==> src/rtl/ryuki_datatypes.sv <==
// Shared trace record types for the per-stage pipeline trackers.
// Holds the trace_output record and the ID-stage timestamp helpers.
package ryuki_datatypes;

    localparam int TRACE_ADDR_W = 32;
    localparam int TRACE_DATA_W = 32;
    localparam int TRACE_TIME_W = 32;

    typedef struct packed {
        logic [TRACE_TIME_W-1:0] time_start;
        logic [TRACE_TIME_W-1:0] time_end;
    } if_data_t;

    typedef struct packed {
        logic [TRACE_TIME_W-1:0] time_start;
        logic [TRACE_TIME_W-1:0] time_end;
    } id_data_t;

    typedef struct packed {
        logic [TRACE_ADDR_W-1:0] addr;
        logic [TRACE_DATA_W-1:0] instruction;
        if_data_t                if_data;
        id_data_t                id_data;
    } trace_output;

    // The end stamp is cleared on start so a stale value can never leak out.
    function automatic trace_output id_stamp_start(input trace_output rec,
                                                   input logic [TRACE_TIME_W-1:0] t);
        trace_output r;
        r                    = rec;
        r.id_data.time_start = t;
        r.id_data.time_end   = {TRACE_TIME_W{1'b0}};
        return r;
    endfunction

    function automatic trace_output id_stamp_end(input trace_output rec,
                                                 input logic [TRACE_TIME_W-1:0] t);
        trace_output r;
        r                  = rec;
        r.id_data.time_end = t;
        return r;
    endfunction

endpackage

==> src/rtl/trace_fifo.sv <==
// Synchronous FIFO of trace records shared by the stage trackers.
// A pop frees the head slot, so a push into a full FIFO succeeds when it pairs with a pop.
module trace_fifo
    import ryuki_datatypes::*;
#(
    parameter int DEPTH = 4
) (
    input  logic                   clk,
    input  logic                   rst,
    input  logic                   clear,
    input  logic                   push,
    input  logic                   pop,
    input  trace_output            din,
    output trace_output            dout,
    output logic                   full,
    output logic                   empty,
    output logic [$clog2(DEPTH):0] count
);

    localparam int PTR_W = $clog2(DEPTH);
    localparam int CNT_W = PTR_W + 1;

    trace_output      mem_r [DEPTH];
    logic [PTR_W-1:0] wr_ptr_r;
    logic [PTR_W-1:0] rd_ptr_r;
    logic [CNT_W-1:0] count_r;
    logic             do_push_s;
    logic             do_pop_s;
    logic             full_s;
    logic             empty_s;

    assign full_s  = (count_r == CNT_W'(DEPTH));
    assign empty_s = (count_r == {CNT_W{1'b0}});
    assign full    = full_s;
    assign empty   = empty_s;
    assign count   = count_r;
    assign dout    = mem_r[rd_ptr_r];

    // Qualify requests: clear wins, and a full FIFO only accepts alongside a pop.
    always_comb begin
        do_pop_s  = pop && !empty_s && !clear;
        do_push_s = push && !clear && (!full_s || do_pop_s);
    end

    // Storage array; contents are only meaningful between the pointers.
    always_ff @(posedge clk) begin
        if (do_push_s) begin
            mem_r[wr_ptr_r] <= din;
        end
    end

    // Pointer and occupancy bookkeeping; pointers wrap naturally at DEPTH.
    always_ff @(posedge clk or posedge rst) begin
        if (rst) begin
            wr_ptr_r <= {PTR_W{1'b0}};
            rd_ptr_r <= {PTR_W{1'b0}};
            count_r  <= {CNT_W{1'b0}};
        end else if (clear) begin
            wr_ptr_r <= {PTR_W{1'b0}};
            rd_ptr_r <= {PTR_W{1'b0}};
            count_r  <= {CNT_W{1'b0}};
        end else begin
            if (do_push_s) begin
                wr_ptr_r <= wr_ptr_r + PTR_W'(1);
            end
            if (do_pop_s) begin
                rd_ptr_r <= rd_ptr_r + PTR_W'(1);
            end
            case ({do_push_s, do_pop_s})
                2'b10:   count_r <= count_r + CNT_W'(1);
                2'b01:   count_r <= count_r - CNT_W'(1);
                default: count_r <= count_r;
            endcase
        end
    end

endmodule

==> src/rtl/id_tracker.sv <==
// Decode-stage trace tracker: matches buffered fetch records against the ID
// instruction, stamps decode start/end times and emits one record per decode.
module id_tracker
    import ryuki_datatypes::*;
#(
    parameter int ADDR_WIDTH = 32,
    parameter int DATA_WIDTH = 32,
    parameter int FIFO_DEPTH = 4
) (
    input  logic                        clk,
    input  logic                        rst,
    input  logic                        if_data_ready,
    input  trace_output                 if_data_i,
    input  logic                        id_valid,
    input  logic [DATA_WIDTH-1:0]       id_instr,
    input  logic                        id_done,
    input  logic                        id_flush,
    input  logic [31:0]                 counter,
    output logic                        id_data_ready,
    output trace_output                 id_data_o,
    output logic [$clog2(FIFO_DEPTH):0] fifo_count,
    output logic                        overflow,
    output logic                        mismatch
);

    if (ADDR_WIDTH != TRACE_ADDR_W || DATA_WIDTH != TRACE_DATA_W) begin : g_width_check
        $error("id_tracker: ADDR_WIDTH/DATA_WIDTH must match the trace_output record");
    end
    if (FIFO_DEPTH < 2 || (FIFO_DEPTH & (FIFO_DEPTH - 1)) != 0) begin : g_depth_check
        $error("id_tracker: FIFO_DEPTH must be a power of two, at least 2");
    end

    typedef enum logic [1:0] {
        ST_IDLE,
        ST_DECODE,
        ST_EMIT
    } state_t;

    state_t      state_r;
    state_t      state_s;
    logic        if_ready_q_r;
    logic        push_req_s;
    logic        pop_s;
    logic        match_s;
    logic        emit_s;
    logic        fifo_full_s;
    logic        fifo_empty_s;
    trace_output head_s;
    trace_output start_rec_s;
    trace_output end_rec_s;
    trace_output work_r;
    logic        id_data_ready_r;
    trace_output id_data_o_r;
    logic        overflow_r;
    logic        mismatch_r;

    assign start_rec_s = id_stamp_start(head_s, counter);
    assign end_rec_s   = id_stamp_end(work_r, counter);

    trace_fifo #(
        .DEPTH (FIFO_DEPTH)
    ) u_fifo (
        .clk   (clk),
        .rst   (rst),
        .clear (id_flush),
        .push  (push_req_s),
        .pop   (pop_s),
        .din   (if_data_i),
        .dout  (head_s),
        .full  (fifo_full_s),
        .empty (fifo_empty_s),
        .count (fifo_count)
    );

    // Next-state, pop and emit decode; a flush overrides everything else.
    always_comb begin
        state_s    = state_r;
        pop_s      = 1'b0;
        emit_s     = 1'b0;
        match_s    = (head_s.instruction == id_instr);
        push_req_s = if_data_ready && !if_ready_q_r && !id_flush;
        if (id_flush) begin
            state_s = ST_IDLE;
        end else begin
            case (state_r)
                ST_IDLE: begin
                    if (id_valid && !fifo_empty_s) begin
                        pop_s = 1'b1;
                        if (match_s) begin
                            state_s = ST_DECODE;
                        end else begin
                            state_s = ST_IDLE;
                        end
                    end else begin
                        state_s = ST_IDLE;
                    end
                end
                ST_DECODE: begin
                    if (id_done) begin
                        emit_s  = 1'b1;
                        state_s = ST_EMIT;
                    end else begin
                        state_s = ST_DECODE;
                    end
                end
                ST_EMIT: state_s = ST_IDLE;
                default: state_s = ST_IDLE;
            endcase
        end
    end

    // State, edge detect, working record and registered outputs.
    always_ff @(posedge clk or posedge rst) begin
        if (rst) begin
            state_r         <= ST_IDLE;
            if_ready_q_r    <= 1'b0;
            work_r          <= '0;
            id_data_ready_r <= 1'b0;
            id_data_o_r     <= '0;
            overflow_r      <= 1'b0;
            mismatch_r      <= 1'b0;
        end else begin
            state_r         <= state_s;
            if_ready_q_r    <= if_data_ready;
            id_data_ready_r <= emit_s;
            if (id_flush) begin
                work_r <= '0;
            end else if (pop_s && match_s) begin
                work_r <= start_rec_s;
            end else if (emit_s) begin
                work_r <= end_rec_s;
            end
            if (emit_s) begin
                id_data_o_r <= end_rec_s;
            end
            if (push_req_s && fifo_full_s && !pop_s) begin
                overflow_r <= 1'b1;
            end
            if (pop_s && !match_s) begin
                mismatch_r <= 1'b1;
            end
        end
    end

    assign id_data_ready = id_data_ready_r;
    assign id_data_o     = id_data_o_r;
    assign overflow      = overflow_r;
    assign mismatch      = mismatch_r;

endmodule

==> config.mk <==
export PLATFORM = sky130hd
export DESIGN_NAME = id_tracker
export DESIGN_NICKNAME = d
export VERILOG_FILES = /design/src/rtl/ryuki_datatypes.sv /design/src/rtl/trace_fifo.sv /design/src/rtl/id_tracker.sv
export SDC_FILE = /design/constraint.sdc
export NUM_CORES = 1
export LEC_CHECK = 0
export BUFFER_PORTS_ARGS = -buffer_cell sky130_fd_sc_hd__clkbuf_2
export CORE_MARGIN = 2
export CORE_UTILIZATION = 35
export DETAILED_ROUTE_END_ITERATION = 7
export PLACE_DENSITY = 0.57
export RECOVER_POWER = 100
export SLEW_MARGIN = 20
export SYNTH_ARGS = -nofsm -noshare
export SYNTH_HDL_FRONTEND = slang
export SYNTH_SLANG_ARGS = --single-unit
==> constraint.sdc <==
create_clock -name clk -period 29.3 [get_ports clk]
set_clock_uncertainty 0.2 [all_clocks]
set_input_delay 8.79 -clock clk [delete_from_list [all_inputs] [get_ports clk]]
set_output_delay 8.79 -clock clk [all_outputs]
set_load 0.02 [all_outputs]
==> results of run 1 <==
[worst max-delay path: cells and delay by family]
kind                   cells  cell delay (ns)
buffers and inverters      4             8.24
[path summary, 6_finish.rpt]
kind	start	endpoint
min	mismatch$_DFFE_PP0P_	mismatch$_DFFE_PP0P_
min reg2reg	mismatch$_DFFE_PP0P_	mismatch$_DFFE_PP0P_
max in group clk	id_instr[19]	end_rec_s[133]$_DFFE_PP0P_
max	rst	end_rec_s[169]$_DFFE_PP0P_
max reg2reg	u_fifo.rd_ptr_r[0]$_DFFE_PP0P_	end_rec_s[133]$_DFFE_PP0P_
min in group asynchronous	rst	id_data_o[29]$_DFFE_PP0P_
[sequential cells by signal, indices dropped and copies added (netlist names)]
signal,count
u_fifo.mem_r,512
id_data_o,192
end_rec_s,160
u_fifo.count,3
state_r,2
u_fifo.rd_ptr_r,2
u_fifo.wr_ptr_r,2
id_data_ready,1
if_ready_q_r,1
mismatch,1
overflow,1
[area by class of cell]
cell class                 count  area, µm²
multi-input combinational    569       7132
tap                         1176       1471
fill                        8137      52600
clock inverter                40      390.4
clock buffer                 133       2577
timing repair buffer         422       1699
sequential                   877      24520
inverter                       7      27.53
antenna                        4      10.01
[power groups by stage]
stage,combinational (mW),sequential [mW],clock (mW)
after floorplan,0.203,1.36,0
after detailed placement,0.280,1.37,0
after global placement,0.276,1.37,0
final,0.265,1.35,1.14
after CTS,0.280,1.34,1.17
after global routing,0.292,1.35,1.22
[cells by family (layout without fill, tap and decap cells)]
family | after synthesis | in the layout | share of synthesized area
adders and majority gates | 5 | 5 | 0.002187
other | 0 | 4 | 0
DFF | 877 | 877 | 0.7649
and+or+nand+nor | 35 | 35 | 0.006131
buffers and inverters | 93 | 602 | 0.01281
xor gates and xnor gates | 35 | 35 | 0.009567
AOI/OAI and AO/OA | 174 | 174 | 0.04698
muxes | 320 | 320 | 0.1574
[cell usage after synthesis (4+ instances only)]
cell and count:
xnor2_1 34, edfxtp_1 512, inv_1 7, nand4_1 8
buf_4 11, ha_1 4, mux4_2 128, a22o_1 160
buf_1 4, mux2_2 192, nand2_1 7, clkbuf_1 55
buf_2 16, nor3_1 5, nor2_1 5, dfrtp_1 365
and2_1 4
[routing by layer]
layer  wire, µm  track usage
met1      29810       0.1934
met2      36910       0.2687
met3       5183      0.04941
met4       1657      0.04492
met5         84            0
==> summary.txt, run 1 <==
Status: finished, violations left
Failing checks: capacitance limit, slew limit
P&R area growth vs syn: 18.04%
CP Max Fanout: 98
CP max-delay cell: clkbuf_1
Clock sink total: 877
Number of global-route vias before repair: 17480
Commonest non-fill, non-tap cell in the layout: edfxtp_1
Clock power frac: 0.414
DP HPWL: 43.19 mm
Die Wd: 306.6 µm
Wire length per cell: 22.82 µm
Dominant cell type by area after synthesis: edfxtp_1
Die ar.: 93990 µm²
Synthesized area per cell: 20.82 µm²
Leak Pwr: 14.30 nW
DRT Wirelength: 73.65 mm
Finished Layout Cells: 3228
Critical Path Most Common Cell: clkbuf_1
Layout cells sized above 1: 0.2603
Slew margin rel.: -2.195
Fin util: 0.4183
Min-Delay Path Depth: 1
R2R setup slack: 19.99 ns
TritonCTS Buffers: 93
Top cells by area, synth: edfxtp_1 (48%), dfrtp_1 (29%), mux4_2 (9.0%), mux2_2 (6.7%), a22o_1 (4.4%)
Fin. max-slew vios: 1248
Overall die height: 306.6 µm
Worst-Margin Slew: 4.793 ns
Mapped cell area: 32040 µm²
Final antenna-violating net count: 0
Drc violations: 0
Post-synth EDFFs: 512
Final period util: 0.5966
Worst stage delay on the critical path: 2.82 ns
CTS Buffer Depth: 3
Setup total negative slack: 0 ns
Post-CTS Hold Buffers: 0
Min cycle time layout: 17.48 ns
Net Count, Synth: 1806
Core ar.: 90420 µm²
R2R depth: 8
Critical path arrival: 17.20 ns
Synth top area share: 0.4798
Port buffer count: 395
Global-route usage over all layers: 0.1578
Worst setup SP type: input port
Final setup viols: 0
Final Hold Slack: 0.2628 ns
NumNets Final: 2237
PD cells: 72.60 nW/µm²
Clk root buf: clkbuf_16
RSZ-0062 raised after global routing: false
Overall power: 2.746 mW
Seq/Total Area, Yosys: 0.7649
First-pass GRT wire length: 111.0 mm
Post-synth ARST share: 0.4162
Combinational power share: 0.096
Vias: 16160
Reg clk slew, reported paths: 0.06 ns
Total gr overflow: 0
Int Power: 2.119 mW
Max VDD drop: 0.04986 mV
Sw Share: 0.2284
Pre-CTS WS: 16.77 ns
GP Congestion: 0.7253
Max-Cap Viols: 23
Initial antenna violation count: 11
Post_cts resized: 0
Number of synthesized register bits: 877
First-pass DRT Iterations: 5
Placed Area: 35360 µm²
Ys Warns: 0
1st-iter DRT viols: 988
Hold Crit Class: register to register
Vias per std cell: 5.007
Post-CTS setup buffers: 0
Final hold vios: 0
Worst Setup Path Type: input port to async pin
Crit end category: async pin
NetSw: 0.6273 mW
Max Fclk: 57.21 MHz
Setup WS post-layout: 11.82 ns
Core Rows: 110
TritonCTS clock tree: yes
Most frequent cells in the layout: edfxtp_1 (512), clkbuf_1 (379), dfrtp_1 (363), mux2_2 (191), a22o_1 (160)
Placed Cells: 3051
Reg power frac: 0.490
Synth unique cells: 34
Starting Density: 0.3544
Largest net degree at the start of global routing: 99
IO Count: 460
Synth Instances: 1539
Ys flop type: edfxtp_1
H-Tree Depth: 3
Design area: 37820 µm²
Crit path cell chain: clkbuf_2 > clkinvlp_2 > clkbuf_1 > clkbuf_1
Clk_lat worst skew: 0.66 ns
Required @ worst endpoint: 29.02 ns
Note: power is estimated with default switching activity, not from simulation.
==> inputs of run 2 (changes only) <==
--- a/config.mk
+++ b/config.mk
@@ -5,11 +5,12 @@
 export SDC_FILE = /design/constraint.sdc
 export NUM_CORES = 1
 export LEC_CHECK = 0
+export ABC_AREA = 1
 export BUFFER_PORTS_ARGS = -buffer_cell sky130_fd_sc_hd__clkbuf_2
 export CORE_MARGIN = 2
 export CORE_UTILIZATION = 35
 export DETAILED_ROUTE_END_ITERATION = 7
-export PLACE_DENSITY = 0.57
+export PLACE_DENSITY = 0.59
 export RECOVER_POWER = 100
 export SLEW_MARGIN = 20
 export SYNTH_ARGS = -nofsm -noshare
==> constraint.sdc (replaced) <==
create_clock -name clk -period 15.5 [get_ports clk]
set_clock_uncertainty 0.2 [all_clocks]
set_input_delay 4.65 -clock clk [delete_from_list [all_inputs] [get_ports clk]]
set_output_delay 4.65 -clock clk [all_outputs]
set_load 0.02 [all_outputs]
==> run 2 against run 1 <==
Cell count up 48%. Register-to-register slack worse by 13 ns. Combinational power up 120%. The flow still finishes with violations (capacitance limit, slew limit). Critical endpoint is now end_rec_s[111]$_DFFE_PP0P_. Sequential share of layout area shrank 3.9 points. Global-route usage up 3.2 points. Routed wire length up 32%. Hold slack better by 0.0017 ns. Worst setup slack lost 7.2 ns.
==> summary.txt, run 2 <==
Fin util: 0.4152
Required @ worst endpoint: 15.91 ns
Met2 wire len: 45.52 mm
Layout cells sized above 1: 0.07519
Dominant cell type by area after synthesis: edfxtp_1
IO Count: 460
Max-Cap Viols: 8
Overall die height: 317.3 µm
Synthesized area per cell: 11.05 µm²
Status: finished, violations left
Min-Delay Path Depth: 2
Max VDD drop: 0.09156 mV
Multi-input gate area: 8587 µm²
Largest Register: u_fifo.mem_r
Failing checks: capacitance limit, slew limit
Total gr overflow: 0
Clock power frac: 0.432
Clk_lat worst skew: 0.68 ns
Global-route usage over all layers: 0.1898
Ys flop type: edfxtp_1
Buf/Inv on CP: 4
TritonCTS Buffers: 98
PD cells: 137.5 nW/µm²
Combinational power share: 0.107
Clock sink total: 877
Fin. max-slew vios: 562
Ys Warns: 0
Register area: 24520 µm²
Sw Share: 0.2628
Largest register FFs: 512
Post-CTS setup buffers: 0
Critical path arrival: 11.32 ns
Largest net degree at the start of global routing: 163
NetSw: 1.455 mW
NumNets Final: 3683
Critical Path Most Common Cell: nand2_1
Synth top area share: 0.4477
Vias: 23960
Post-synth EDFFs: 512
Starting Density: 0.3541
Final setup viols: 0
Port buffer count: 395
Top cells by area, synth: edfxtp_1 (45%), dfrtp_1 (27%), nand2_1 (11%), nand3_1 (3.7%), nand4_1 (2.9%)
Number of global-route vias before repair: 23210
DP HPWL: 54.00 mm
Net Count, Synth: 3374
Crit path cell chain: clkbuf_1 > clkinvlp_2 > nand2_1 > inv_6 > nand3_4 > buf_4 > nand3_1 > nand2_1
Synth Instances: 3107
Slew margin rel.: -2.566
Core ar.: 96990 µm²
Post_cts resized: 0
TritonCTS clock tree: yes
Final antenna-violating net count: 0
Drc violations: 0
P&R area growth vs syn: 17.25%
RSZ-0062 raised after global routing: false
Crit path depth: 8
CP Max Fanout: 88
H-Tree Depth: 3
Worst stage delay on the critical path: 2.87 ns
Final hold vios: 0
Reg clk slew, reported paths: 0.06 ns
First-pass GRT wire length: 144.7 mm
Crit end category: register
Wire length per cell: 20.31 µm
Max Fclk: 91.64 MHz
DR WL met3: 7.066 mm
Most frequent cells after synthesis: nand2_1 (985), edfxtp_1 (512), dfrtp_1 (365)
Vias per std cell: 5.009
First-pass DRT Iterations: 5
Mapped cell area: 34350 µm²
CP max-delay cell: clkinvlp_2
Number of synthesized register bits: 877
Fillers: 9429
Initial antenna violation count: 26
Hold Crit Class: register to register
GP Congestion: 0.7798
Synth unique cells: 26
Cell family with most CP delay: buffers and inverters
Top Metal Used: met5
Cell with the most instances after synthesis: nand2_1
Post-synth ARST share: 0.4162
Most frequent cells in the layout: nand2_1 (985), edfxtp_1 (512), dfrtp_1 (363), clkbuf_1 (346), nand3_1 (256)
Die ar.: 100700 µm²
Worst-Margin Slew: 5.349 ns
R2R depth: 15
1st-iter DRT viols: 1842
Leak Pwr: 17.11 nW
Core Rows: 114
Min cycle time layout: 10.91 ns
DRT Wirelength: 97.12 mm
Commonest non-fill, non-tap cell in the layout: nand2_1
Reg power frac: 0.461
Clk root buf: clkbuf_16
Setup total negative slack: 0 ns
Int Power: 4.083 mW
Seq/Total Area, Yosys: 0.7136
Final period util: 0.7040
Worst Setup Path Type: input port to register
Die Wd: 317.3 µm
Post-Route M1 WL: 41.92 mm
CTS Buffer Depth: 3
Post-CTS Hold Buffers: 0
Worst setup SP type: input port
run 2: cell types whose count changed after synthesis, sizes merged, moves of 28 or more:
cell	before	now
mux2	192	0
nand2	7	985
xnor2	34	1
clkbuf	55	155
nor2	5	210
buf	31	59
o21ai	2	198
o22ai	0	96
a22o	160	0
nand4	8	161
inv	7	86
mux4	128	0
nand3	0	257
run 2: logic make-up (layout without fill, tap and decap cells):
family | Yosys count | after routing | synth area share
other | 0 | 9 | 0
and+or+nand+nor | 1624 | 1624 | 0.2001
buffers and inverters | 300 | 691 | 0.03661
xor gates and xnor gates | 1 | 1 | 0.0002551
adders and majority gates | 5 | 5 | 0.002040
DFF | 877 | 877 | 0.7136
AOI/OAI and AO/OA | 300 | 300 | 0.04736
run 2: layout make-up:
class,count,share of cell area
flip-flops and latches,877,0.6088
multi-input cells,1930,0.2132
diodes,9,0.0005593
well taps,1276,0.03965
clock inverters,62,0.01783
repair buffers,423,0.04592
clock buffers,120,0.06550
inverters,86,0.008482
run 2: path summary, 6_finish.rpt:
check                                        endpoint                           start  slack, ns
max reg2reg                end_rec_s[188]$_DFFE_PP0P_  u_fifo.rd_ptr_r[1]$_DFFE_PP0P_       6.65
min reg2reg                id_data_o[177]$_DFFE_PP0P_      end_rec_s[177]$_DFFE_PP0P_       0.26
min in group asynchronous   id_data_o[46]$_DFFE_PP0P_                             rst       5.33
max                        end_rec_s[111]$_DFFE_PP0P_                        id_flush       4.59
min                        id_data_o[177]$_DFFE_PP0P_      end_rec_s[177]$_DFFE_PP0P_       0.26
max in group asynchronous   id_data_o[81]$_DFFE_PP0P_                             rst       6.79
run 2: per-layer routing:
| metal | vias to the layer above | global-route usage |
|---|---|---|
| met5 | - | 0 |
| met4 | 34 | 0.06679 |
| met3 | 150 | 0.04930 |
| met2 | 667 | 0.3061 |
| met1 | 11770 | 0.2479 |
| li1 | 11340 | - |
run 2: power by group through the flow:
stage          Clock (mW)  Combinational [mW]  Sequential [mW]
2_1_floorplan           0               0.399             2.60
3_3_place_gp            0               0.599             2.60
3_5_place_dp            0               0.606             2.60
4_1_cts              2.44               0.607             2.55
5_1_grt              2.54               0.667             2.56
6_report             2.39               0.593             2.55
run 2: worst min-delay path, stage by stage (launching register included):
cell and delay (ns):
dfrtp_1 0.34, nand2_1 0.05, nand2_1 0.05
run 2: stage by stage:
step / cell area [µm²] / hold slack (ns) / cells / worst slack, ns / power [mW]
finish: 40270 / 0.2645 / 4783 / 4.587 / 5.539
global route: 40270 / 0.2814 / 4782 / 4.082 / 5.769
CTS: 40720 / 0.2689 / 4774 / 7.829 / 5.607
detailed placement: 37370 / 0.2555 / 4592 / 7.093 / 3.207
global placement: 37370 / 0.2441 / 4592 / 7.089 / 3.200
floorplan: 34350 / 0.2321 / 3107 / 0.5179 / 2.999
